File: src/rtl/rectangle_pkg.sv
// rectangle_pkg: shared definitions for the RECTANGLE-64/128 round-key consumer.
//   NUM_ROUNDS / NUM_RKEYS : round count and stored round-key count
//   rect_state_t           : 64-bit state/key word (4 rows x 16 bits, row j = bits[16j+15:16j])
//   SBOX / INV_SBOX        : forward and inverse 4-bit S-boxes
//   rect_fsm_e             : block FSM states
//   sub_column / shift_row / inv_shift_row : round building blocks
package rectangle_pkg;

  localparam int NUM_ROUNDS = 25;
  localparam int NUM_RKEYS  = NUM_ROUNDS + 1;

  typedef logic [63:0] rect_state_t;

  typedef enum logic [1:0] {
    IDLE = 2'd0,
    RUN  = 2'd1,
    DONE = 2'd2
  } rect_fsm_e;

  localparam logic [3:0] SBOX [16] = '{
    4'h6, 4'h5, 4'hC, 4'hA, 4'h1, 4'hE, 4'h7, 4'h9,
    4'hB, 4'h0, 4'h3, 4'hD, 4'h8, 4'hF, 4'h4, 4'h2
  };

  localparam logic [3:0] INV_SBOX [16] = '{
    4'h9, 4'h4, 4'hF, 4'hA, 4'hE, 4'h1, 4'h0, 4'h6,
    4'hC, 4'h7, 4'h3, 4'h8, 4'h2, 4'hB, 4'h5, 4'hD
  };

  // Column i is the nibble {row3[i], row2[i], row1[i], row0[i]}; row0 is the LSB.
  function automatic rect_state_t sub_column(rect_state_t s, logic inv);
    rect_state_t o;
    logic [3:0]  nib;
    o = '0;
    for (int i = 0; i < 16; i++) begin
      nib = {s[48+i], s[32+i], s[16+i], s[i]};
      nib = inv ? INV_SBOX[nib] : SBOX[nib];
      o[i]    = nib[0];
      o[16+i] = nib[1];
      o[32+i] = nib[2];
      o[48+i] = nib[3];
    end
    return o;
  endfunction

  // Row rotations left by 0, 1, 12, 13.
  function automatic rect_state_t shift_row(rect_state_t s);
    return {s[50:48], s[63:51], s[35:32], s[47:36], s[30:16], s[31], s[15:0]};
  endfunction

  // Undo shift_row: rotate left by 0, 15, 4, 3.
  function automatic rect_state_t inv_shift_row(rect_state_t s);
    return {s[60:48], s[63:61], s[43:32], s[47:44], s[16], s[31:17], s[15:0]};
  endfunction

endpackage

File: src/rtl/rectangle_rkey_cipher_if.sv
// rectangle_rkey_cipher_if: key-write bus plus plaintext/ciphertext streams.
//   Key bus  : flush, WE, WAddr, KeyIn  ->  keys_ready, key_err
//   Input    : in_valid, pt, dec        <-> in_ready
//   Output   : out_valid, ct            <-> out_ready
// Handshake: a transfer happens on a rising clock edge where valid and ready
// are both 1. A source holds valid and its data stable until that edge and
// never waits on ready before raising valid; a sink may change ready freely.
interface rectangle_rkey_cipher_if;
  logic        flush;
  logic        WE;
  logic [4:0]  WAddr;
  logic [63:0] KeyIn;
  logic        keys_ready;
  logic        key_err;
  logic        in_valid;
  logic        in_ready;
  logic [63:0] pt;
  logic        dec;
  logic        out_valid;
  logic        out_ready;
  logic [63:0] ct;

  modport master (
    output flush, WE, WAddr, KeyIn, in_valid, pt, dec, out_ready,
    input  keys_ready, key_err, in_ready, out_valid, ct
  );

  modport slave (
    input  flush, WE, WAddr, KeyIn, in_valid, pt, dec, out_ready,
    output keys_ready, key_err, in_ready, out_valid, ct
  );
endinterface

File: src/rtl/rectangle_round.sv
// rectangle_round: one combinational RECTANGLE round.
//   state_in  : current state
//   rkey      : round key for this round
//   dec       : 0 = encrypt  ShiftRow(SubColumn(state_in ^ rkey))
//               1 = decrypt  InvSubColumn(InvShiftRow(state_in)) ^ rkey
//   state_out : next state
// The decrypt path exists only when RECT_DECRYPT_EN is defined; otherwise
// dec is ignored.
module rectangle_round
  import rectangle_pkg::*;
(
  input  rect_state_t state_in,
  input  rect_state_t rkey,
  input  logic        dec,
  output rect_state_t state_out
);

  rect_state_t w_enc;
  assign w_enc = shift_row(sub_column(state_in ^ rkey, 1'b0));

`ifdef RECT_DECRYPT_EN
  rect_state_t w_dec;
  assign w_dec     = sub_column(inv_shift_row(state_in), 1'b1) ^ rkey;
  assign state_out = dec ? w_dec : w_enc;
`else
  logic w_unused_dec;
  assign w_unused_dec = dec;
  assign state_out    = w_enc;
`endif

endmodule

File: src/rtl/rectangle_rkey_cipher.sv
// rectangle_rkey_cipher: round-key register file plus an iterative
// RECTANGLE block cipher (one round per clock).
//   Clk, RstN   : clock, asynchronous active-low reset
//   bus (slave) : key writes (flush/WE/WAddr/KeyIn -> keys_ready/key_err),
//                 plaintext in (in_valid/in_ready/pt/dec),
//                 ciphertext out (out_valid/out_ready/ct)
//   o_dbg_state : FSM state (rect_fsm_e encoding)
//   o_dbg_rnd   : round counter
//   o_dbg_s     : working state register
// Optional: RECT_DECRYPT_EN adds decryption selected by dec at the input
// handshake.
module rectangle_rkey_cipher
  import rectangle_pkg::*;
(
  input  logic                   Clk,
  input  logic                   RstN,
  rectangle_rkey_cipher_if.slave bus,
  output logic [1:0]             o_dbg_state,
  output logic [4:0]             o_dbg_rnd,
  output rect_state_t            o_dbg_s
);

  localparam logic [1:0] S_IDLE    = IDLE;
  localparam logic [1:0] S_RUN     = RUN;
  localparam logic [1:0] S_DONE    = DONE;
  localparam logic [4:0] LAST_ADDR = 5'(NUM_RKEYS - 1);
  localparam logic [4:0] LAST_RND  = 5'(NUM_ROUNDS - 1);

  logic [1:0]           r_state;
  logic [4:0]           r_rnd;
  rect_state_t          r_s;
  rect_state_t          r_ct;
  logic                 r_out_valid;
  logic                 r_keys_ready;
  logic                 r_key_err;
  logic [NUM_RKEYS-1:0] r_valid;
  logic [NUM_RKEYS-1:0] w_valid_next;
  rect_state_t          r_keys [NUM_RKEYS];

  logic        w_key_wr;
  logic        w_accept;
  logic        w_dec;
  rect_state_t w_load;
  rect_state_t w_rkey;
  rect_state_t w_round_out;
  rect_state_t w_final;

  // Keys may only change while no block is in flight; flush wins over WE.
  assign w_key_wr = !bus.flush && bus.WE && (r_state == S_IDLE) && (bus.WAddr <= LAST_ADDR);

  assign bus.in_ready = (r_state == S_IDLE) && r_keys_ready;
  assign w_accept     = !bus.flush && bus.in_valid && bus.in_ready;

`ifdef RECT_DECRYPT_EN
  logic r_dec;
  always_ff @(posedge Clk or negedge RstN) begin
    if (!RstN)         r_dec <= 1'b0;
    else if (w_accept) r_dec <= bus.dec;
  end
  assign w_dec  = r_dec;
  // Decryption starts by removing the final whitening key.
  assign w_load = bus.dec ? (bus.pt ^ r_keys[LAST_ADDR]) : bus.pt;
`else
  logic w_unused_dec;
  assign w_unused_dec = bus.dec;
  assign w_dec        = 1'b0;
  assign w_load       = bus.pt;
`endif

  // Decryption walks the schedule backwards: K[24], K[23], ... K[0].
  assign w_rkey  = w_dec ? r_keys[LAST_RND - r_rnd] : r_keys[r_rnd];
  assign w_final = w_dec ? w_round_out : (w_round_out ^ r_keys[LAST_ADDR]);

  rectangle_round u_round (
    .state_in  (r_s),
    .rkey      (w_rkey),
    .dec       (w_dec),
    .state_out (w_round_out)
  );

  // Key contents need no reset; validity is tracked by r_valid.
  always_ff @(posedge Clk) begin
    if (w_key_wr) r_keys[bus.WAddr] <= bus.KeyIn;
  end

  always_comb begin
    w_valid_next = r_valid;
    if (bus.flush)     w_valid_next = '0;
    else if (w_key_wr) w_valid_next[bus.WAddr] = 1'b1;
  end

  always_ff @(posedge Clk or negedge RstN) begin
    if (!RstN) begin
      r_valid      <= '0;
      r_keys_ready <= 1'b0;
      r_key_err    <= 1'b0;
    end else begin
      r_valid      <= w_valid_next;
      r_keys_ready <= &w_valid_next;
      if (bus.flush)                         r_key_err <= 1'b0;
      else if (bus.WE && r_state != S_IDLE)  r_key_err <= 1'b1;
    end
  end

  always_ff @(posedge Clk or negedge RstN) begin
    if (!RstN) begin
      r_state     <= S_IDLE;
      r_rnd       <= '0;
      r_s         <= '0;
      r_ct        <= '0;
      r_out_valid <= 1'b0;
    end else if (bus.flush) begin
      r_state     <= S_IDLE;
      r_rnd       <= '0;
      r_out_valid <= 1'b0;
    end else begin
      case (r_state)
        S_IDLE: begin
          if (w_accept) begin
            r_s     <= w_load;
            r_rnd   <= '0;
            r_state <= S_RUN;
          end
        end
        S_RUN: begin
          r_s <= w_round_out;
          if (r_rnd == LAST_RND) begin
            r_ct        <= w_final;
            r_out_valid <= 1'b1;
            r_rnd       <= '0;
            r_state     <= S_DONE;
          end else begin
            r_rnd <= r_rnd + 5'd1;
          end
        end
        S_DONE: begin
          // No new input is taken in the same cycle the result leaves.
          if (bus.out_ready) begin
            r_out_valid <= 1'b0;
            r_state     <= S_IDLE;
          end
        end
        default: r_state <= S_IDLE;
      endcase
    end
  end

  assign bus.keys_ready = r_keys_ready;
  assign bus.key_err    = r_key_err;
  assign bus.out_valid  = r_out_valid;
  assign bus.ct         = r_ct;

  assign o_dbg_state = r_state;
  assign o_dbg_rnd   = r_rnd;
  assign o_dbg_s     = r_s;

endmodule

File: src/flat_wrapper.sv
// flat-port wrapper written by rule: the top's interface ports become plain ports
module rectangle_rkey_cipher_flat import rectangle_pkg::*;
  (Clk, RstN, o_dbg_state, o_dbg_rnd, o_dbg_s, bus_flush, bus_WE, bus_WAddr, bus_KeyIn, bus_in_valid, bus_pt, bus_dec, bus_out_ready, bus_keys_ready, bus_key_err, bus_in_ready, bus_out_valid, bus_ct);
  rectangle_rkey_cipher_if bus_i ();
  input  logic Clk;
  input  logic RstN;
  output logic [1:0] o_dbg_state;
  output logic [4:0] o_dbg_rnd;
  output rect_state_t o_dbg_s;
  input wire logic [$bits(bus_i.flush)-1:0] bus_flush;
  input wire logic [$bits(bus_i.WE)-1:0] bus_WE;
  input wire logic [$bits(bus_i.WAddr)-1:0] bus_WAddr;
  input wire logic [$bits(bus_i.KeyIn)-1:0] bus_KeyIn;
  input wire logic [$bits(bus_i.in_valid)-1:0] bus_in_valid;
  input wire logic [$bits(bus_i.pt)-1:0] bus_pt;
  input wire logic [$bits(bus_i.dec)-1:0] bus_dec;
  input wire logic [$bits(bus_i.out_ready)-1:0] bus_out_ready;
  output wire logic [$bits(bus_i.keys_ready)-1:0] bus_keys_ready;
  output wire logic [$bits(bus_i.key_err)-1:0] bus_key_err;
  output wire logic [$bits(bus_i.in_ready)-1:0] bus_in_ready;
  output wire logic [$bits(bus_i.out_valid)-1:0] bus_out_valid;
  output wire logic [$bits(bus_i.ct)-1:0] bus_ct;
  assign bus_i.flush = bus_flush;
  assign bus_i.WE = bus_WE;
  assign bus_i.WAddr = bus_WAddr;
  assign bus_i.KeyIn = bus_KeyIn;
  assign bus_i.in_valid = bus_in_valid;
  assign bus_i.pt = bus_pt;
  assign bus_i.dec = bus_dec;
  assign bus_i.out_ready = bus_out_ready;
  assign bus_keys_ready = bus_i.keys_ready;
  assign bus_key_err = bus_i.key_err;
  assign bus_in_ready = bus_i.in_ready;
  assign bus_out_valid = bus_i.out_valid;
  assign bus_ct = bus_i.ct;
  rectangle_rkey_cipher u_core (.Clk(Clk), .RstN(RstN), .bus(bus_i), .o_dbg_state(o_dbg_state), .o_dbg_rnd(o_dbg_rnd), .o_dbg_s(o_dbg_s));
endmodule
File: config.mk
export PLATFORM = sky130hd
export DESIGN_NAME = rectangle_rkey_cipher_flat
export DESIGN_NICKNAME = d
export VERILOG_FILES = /design/src/rtl/rectangle_pkg.sv /design/src/rtl/rectangle_rkey_cipher_if.sv /design/src/rtl/rectangle_round.sv /design/src/rtl/rectangle_rkey_cipher.sv /design/src/flat_wrapper.sv
export SDC_FILE = /design/constraint.sdc
export NUM_CORES = 2
export LEC_CHECK = 0
export CORE_MARGIN = 1
export CORE_UTILIZATION = 30
export CTS_CLUSTER_SIZE = 10
export DETAILED_ROUTE_END_ITERATION = 12
export PLACE_DENSITY = 0.57
export SYNTH_ARGS = -nofsm -noshare
export SYNTH_HDL_FRONTEND = slang
export SYNTH_SLANG_ARGS = --single-unit
File: constraint.sdc
create_clock -name Clk -period 12.4 [get_ports Clk]
set_input_delay 1.86 -clock Clk [delete_from_list [all_inputs] [get_ports Clk]]
set_output_delay 1.86 -clock Clk [all_outputs]
set_load 0.01 [all_outputs]
# Yosys cells after proc, flatten, opt, wreduce, memory -nomap -nowiden
# Memories as Yosys holds them, arrays and structs flattened.
# Index checks and enable logic that the tools add are counted.
classes:
  n_addsub: 1
  magnitude_cmp: 19
  eq_ne: 7
  n_mux: 55
  bitwise_logic: 20
  reduce_logical: 21
ops:
  columns: ["op", "n"]
  rows:
  - ["$mux W4", 32]
  - ["$pmux W64 S2", 1]
  - ["$xor A64 B64 Y64", 2]
  - ["$ge A5 B5 Y1 const B", 16]
  - ["$not A4 Y5", 16]
  - ["$mux W64", 1]
  - ["$mux W26", 2]
  - ["$or A26 B26 Y26", 1]
  - ["$reduce_and A26 Y1", 1]
  - ["$mux W5", 3]
  - ["$reduce_and A3 Y1", 4]
  - ["$pmux W5 S2", 1]
  - ["$logic_and A1 B1 Y1", 8]
  - ["$mux W1", 8]
  - ["$mux W2", 4]
  - ["$lt A5 B6 Y1 const B", 1]
  - ["$ne A3 B2 Y1 const B", 2]
  - ["$pmux W2 S3", 1]
  - ["$reduce_bool A2 Y1", 3]
  - ["$reduce_bool A3 Y1", 2]
  - ["$add A5 B1 Y5 const B", 1]
  - ["$demux W1 S5", 1]
  - ["$eq A5 B5 Y1 const B", 1]
  - ["$ge A5 B1 Y1 const B", 1]
  - ["other kinds (10)", 10]
totals:
  regBits: 164
  ramBits: 1664
  rom_bits: 1024
  inputBits: 140
  out_inout_bits: 139
  mem_count: 17
mem_list:
  columns: ["memory", "depth", "word_bits", "read_ports", "rd_clocked_by_memory_dff", "wr", "line", "text"]
  rows:
  - ["u_core.r_keys", 26, 64, 2, 0, 1, "rectangle_rkey_cipher.sv:38", "rect_state_t r_keys [NUM_RKEYS];"]
  - ["(no name shown)", 16, 4, 1, 0, 0, "rectangle_pkg.sv:37", "nib = inv ? INV_SBOX[nib] : SBOX[nib];"]
  - ["(no name shown)", 16, 4, 1, 0, 0, "rectangle_pkg.sv:37", null]
  - ["(no name shown)", 16, 4, 1, 0, 0, "rectangle_pkg.sv:37", null]
  - ["(no name shown)", 16, 4, 1, 0, 0, "rectangle_pkg.sv:37", null]
  - ["(no name shown)", 16, 4, 1, 0, 0, "rectangle_pkg.sv:37", null]
  - ["11 more memories", null, null, null, null, null, null, null]

# Longest topological paths before layout
depth:
  depth_word: 8
  mapped_depth: 18
  depth_no_buf: 12

# By module
# Synthesis repeated with hierarchy kept, for this count alone.
hier_totals:
  hier_cells: 3783
  hier_area_um2: 74022.2
by_module_without_submodules:
  columns: ["mod", "instances", "cells_each", "area_per_inst_um2", "seq_area_each_um2"]
  rows:
  - ["rectangle_rkey_cipher", 1, 3350, 70822.9, 54071.9]
  - ["rectangle_round", 1, 433, 3199.3, 0.0]

# Least setup slack after synthesis
# No wires, ideal clock.
synth_path:
  path_kind: "input to register"
  from: "input bus_flush"
  to: "register u_core.r_keys_ready, in the netlist u_core.bus.keys_ready"
  setup_time_ps: 127
  arrival_ps: 9572
  t_required_ps: 12273
  path_slack_ps: 2701
  stages: 7
  n_path_buf: 0
  path_cell_list: "nor4b_1 -> nand2_1 -> nor4_1 -> nor2_1 -> nor4_1 -> nand2_1 -> a2111oi_0"
synth_between:
  elab_chain_cells: 7
synth_lines:
  columns: ["element", "line", "text"]
  rows:
  - ["from (decl)", "flat_wrapper.sv:10", "input wire logic [$bits(bus_i.flush)-1:0] bus_flush;"]
  - ["$logic_not A1 Y1", "rectangle_rkey_cipher.sv:49", "assign w_key_wr = !bus.flush && bus.WE && (r_state == S_IDLE) && (bus.WAddr <= LAST_ADDR);"]
  - ["$logic_and A1 B1 Y1 (3 in a row)", "rectangle_rkey_cipher.sv:49", null]
  - ["$mux W26", "rectangle_rkey_cipher.sv:89", "else if (w_key_wr) w_valid_next[bus.WAddr] = 1'b1;"]
  - ["$mux W26 (*)", "rectangle_rkey_cipher.sv:88", "if (bus.flush) w_valid_next = '0;"]
  - ["$reduce_and A26 Y1 (*)", "rectangle_rkey_cipher.sv:99", "r_keys_ready <= &w_valid_next;"]
  - ["to (signal assigned)", "rectangle_rkey_cipher.sv:99", null]
  - ["to (decl)", "rectangle_rkey_cipher.sv:34", "logic r_keys_ready;"]
# Mark *: on every way between the ends. The rest lies on a longest branch, timed or not.
# A chain may end at the register's enable or synchronous reset.

# Worst setup path in the final report
layout_path:
  from: "register u_core.r_rnd[2], in the netlist u_core.o_dbg_rnd[2]"
  to: "register u_core.r_ct[25], in the netlist u_core.bus.ct[25]"
layout_between:
  elab_chain_cells: 7
  elab_cells_between_ends: 9
  classes_between: "eq/ne: 1; mux: 2; bitwise: 3; reduce/logical: 1; memory: 2"
layout_lines:
  columns: ["element", "line", "text"]
  rows:
  - ["from (decl)", "rectangle_rkey_cipher.sv:30", "logic [4:0] r_rnd;"]
  - ["from (signal assigned)", "rectangle_rkey_cipher.sv:133", "r_rnd <= r_rnd + 5'd1;"]
  - ["$mem_v2 Z26 W64", null, null]
  - ["$xor A64 B64 Y64", "rectangle_round.sv:19", "assign w_enc = shift_row(sub_column(state_in ^ rkey, 1'b0));"]
  - ["$not A4 Y5 (implied by the code)", "rectangle_pkg.sv:37", null]
  - ["$mem_v2 Z16 W4", null, null]
  - ["$mux W4 (implied by the code) (2 in a row)", "rectangle_pkg.sv:37", null]
  - ["$xor A64 B64 Y64", "rectangle_rkey_cipher.sv:72", "assign w_final = w_dec ? w_round_out : (w_round_out ^ r_keys[LAST_ADDR]);"]
  - ["to (signal assigned)", "rectangle_rkey_cipher.sv:128", "r_ct <= w_final;"]
  - ["to (decl)", "rectangle_rkey_cipher.sv:32", "rect_state_t r_ct;"]
# Several ways; a longest one is shown, not always the timed one. The select of a mux whose other input is x is not followed.

==> key figures <==
Floorplanning
  – Initial Util: 30.26%
  – Die Area: 0.2533 mm^2
  – Core Area: 0.2491 mm^2
  – Die W: 503.2 um
  – I/O pins: 279
  – Die height: 503.2 um
  – Core Rows: 183

Timing
  – Clock Skew: 54.32 ps
  – Hold Slack: 476.7 ps
  – Worst-Margin Slew: 1131 ps
  – Fmax: 154.8 MHz
  – Post-Route Setup TNS: 0 ps
  – Minimum clock period: 6461 ps
  – Slew HR: 24.42%
  – RSZ-0062 raised after global routing: no
  – Final setup viols: 0
  – Final worst-path cycle share: 52.10%
  – Fin. Hold Viols: 0
  – Fin. max-slew vios: 0

Clocking
  – CTS Buffer Depth: 3
  – CTS tree: done
  – Clock net sink count: 1828
  – Clock latency on the worst-skew pair: 860 ps
  – Hold_buf cts: 0
  – CTS buffer count: 203
  – PostCTS Resize Cnt: 0
  – Root Driver: clkbuf_16
  – Clk slew on worst S/H paths: 60 ps
  – H-tree levels: 4
  – Post-CTS Setup Inserts: 0

Hold path
  – Hold Path Class: reg -> reg
  – Hold depth: 2

Synthesis
  – Ranking of synthesized cells by area: edfxtp_1 66%, mux4_2 11%, dfrtp_1 5.4%
  – Async S/R FF share, synth: 8.972%
  – Cells after Synth: 3969
  – Register area share after synthesis: 71.74%
  – Distinct cells, synth: 80
  – Number of enable flip-flop cells after synthesis: 1664
  – Warnings from Yosys: 0
  – Area leader, netlist: edfxtp_1
  – Synthesized area: 0.07537 mm^2
  – Synth top area share: 66.29%
  – Syn Nets: 4207
  – Post-synth top flop: edfxtp_1
  – Avg Cell Area, Syn: 18.99 um^2
  – Yosys reg bits: 1828

Worst setup path
  – CP Cell Sequence: buf_4, buf_4, buf_4, mux2_2, o211ai_1, o21ai_0, xor2_1, inv_1, ha_1, mux2_2, mux2i_1, xnor2_1, o21ai_1
  – Cell mode on critical path: buf_4
  – Crit. End Element: flop
  – Crit Path Max Fanout: 40
  – Worst Path Arrival: 7160 ps
  – Largest stage delay, worst path: 750 ps
  – Reg2reg path depth: 13
  – Crit path kind: reg -> reg
  – Max stage delay cell, worst path: dfrtp_4
  – WP data required: 13100 ps
  – Critical path launch point type: flop

Placed design
  – Detail Placement HPWL: 139400 um
  – Placed inst area: 0.08212 mm^2
  – Inst Count DP: 7478
  – Routability congestion estimate: 0.7900
  – Number of buffers added on ports: 277

Drt
  – DRT iter0 DRCs: 3876
  – Average wire per standard cell: 28.67 um
  – Antenna Nets Post-Route: 0
  – Routed WL: 224200 um
  – Drt pass-1 iters: 5
  – Vias: 39530
  – DR vias/cell: 5.055
  – DRC errors left: 0

Layout
  – Area Growth Syn to Fin: 16.81%
  – Layout Nets: 4591
  – Non-Filler Instances: 7820
  – Final Instance Area: 0.08804 mm^2
  – Layout cells sized above 1: 21.84%
  – Fillcell total: 23380

Power and ir drop
  – Max IR drop VDD: 0.0001269 V
  – LEAKAGE: 28.13 nW
  – Cell area power density: 141.7 mW/mm^2
  – Tot Pwr: 0.01247 W

Global routing
  – Antenna violations before repair: 25
  – Grt ovf: 0
  – Vias in the first global route: 40180
  – Pin count of the biggest net entering global routing: 123
  – First-pass GRT wire length: 311400 um
  – Gr usage total: 17.55%

Status
  – Outcome: finished clean

Flow run
  – Max-cap viol count: 0
==> synth_stat cells (all sizes together) (18+ instances only) <==
library cell,n
a21oi,63
a221o,20
a221oi,47
a22o,24
a22oi,25
a31oi,21
and3,45
buf,129
clkbuf,76
dfrtp,164
edfxtp,1664
ha,98
inv,67
mux2,146
mux2i,127
mux4,355
nand2,196
nand2b,23
nor2,141
nor2b,18
o211ai,43
o21ai,133
o221ai,23
o22ai,19
xnor2,92
xor2,70
==> layout by cell type, fill, tap and decap left out, types with 100 or more instances in the layout <==
cell / synthesis / layout
mux2_2: 144 / 144
nor2_1: 141 / 115
edfxtp_1: 1664 / 1664
dfrtp_1: 164 / 159
o21ai_0: 102 / 100
buf_4: 32 / 105
clkbuf_16: 0 / 206
clkbuf_1: 75 / 109
mux4_2: 355 / 355
clkdlybuf4s50_1: 0 / 276
mux2i_1: 122 / 119
nand2_1: 196 / 193
==> power breakdown <==
part | total [W] | switching, W | internal (W)
sequential | 0.00678 | 0.00000875 | 0.00677
clock | 0.00548 | 0.00238 | 0.00310
combinational | 0.000213 | 0.000149 | 0.0000642
total | 0.0125 | 0.00254 | 0.00993
==> routing by layer <==
layer / vias to the layer above / global-route usage, % / wire, um
li1: 16660 / - / -
met1: 21280 / 22.36 / 91590
met2: 1268 / 29.66 / 110700
met3: 298 / 3.186 / 13360
met4: 20 / 6.597 / 8402
met5: - / 0 / 129
==> per-stage QoR <==
stage               util, %  setup WS (ps)
global route          35.34           5681
detailed placement    32.96           5766
floorplan                 -           2701
global placement      32.96           5921
finish                35.34           5939
CTS                   35.33           5794
==> sequential cells by signal, indices dropped and copies added (netlist names) <==
signal and flops:
u_core.bus.out_valid 1, u_core.bus.key_err 1, u_core.o_dbg_state 2, u_core.bus.keys_ready 1, u_core.bus.ct 64, u_core.o_dbg_rnd 5, u_core.o_dbg_s 64, u_core.r_valid 26
u_core.r_keys 1664
==> critical path, delay by kind of cell (launching register included) <==
family / cells / cell delay, ps
compound gates: 3 / 790
flops: 1 / 750
fa+ha+maj: 1 / 370
buf+inv: 4 / 2140
mux: 3 / 1440
xor+xnor: 2 / 770
==> path summary, 6_finish.rpt <==
kind                            slack, ps            endpoint                 from
worst min-delay path                  480   u_core.bus.ct[51]    u_core.bus.ct[51]
min in group asynchronous             910  u_core.r_valid[12]                 RstN
worst min register to register        480   u_core.bus.ct[51]    u_core.bus.ct[51]
worst max register to register       5940   u_core.bus.ct[25]  u_core.o_dbg_rnd[2]
worst max-delay path                 5940   u_core.bus.ct[25]  u_core.o_dbg_rnd[2]
max in group asynchronous            9380  u_core.o_dbg_s[61]                 RstN
==> logic make-up after synthesis <==
group	count (synthesis)	share of synthesized area (%)
AO/OA/AOI/OAI	491	4.756
XOR/XNOR	162	2.281
adder cells (fa/ha/maj)	98	1.627
buffers and inverters	274	2.136
flip-flops	1828	71.74
multiplexers	628	14.54
AND/OR/NAND/NOR	488	2.925
==> cell type report <==
| type | count | area (um^2) | share of cell area [%] |
|---|---|---|---|
| clock inverter | 17 | 317.8 | 0.3610 |
| multi-input combinational | 1867 | 19980 | 22.69 |
| antenna | 8 | 20.02 | 0.02274 |
| timing repair buffer | 385 | 3626 | 4.118 |
| sequential | 1828 | 54090 | 61.44 |
| inverter | 68 | 255.2 | 0.2899 |
| clock buffer | 317 | 5592 | 6.351 |
| tap | 3330 | 4167 | 4.732 |
Note: power is estimated with default switching activity, not from simulation.
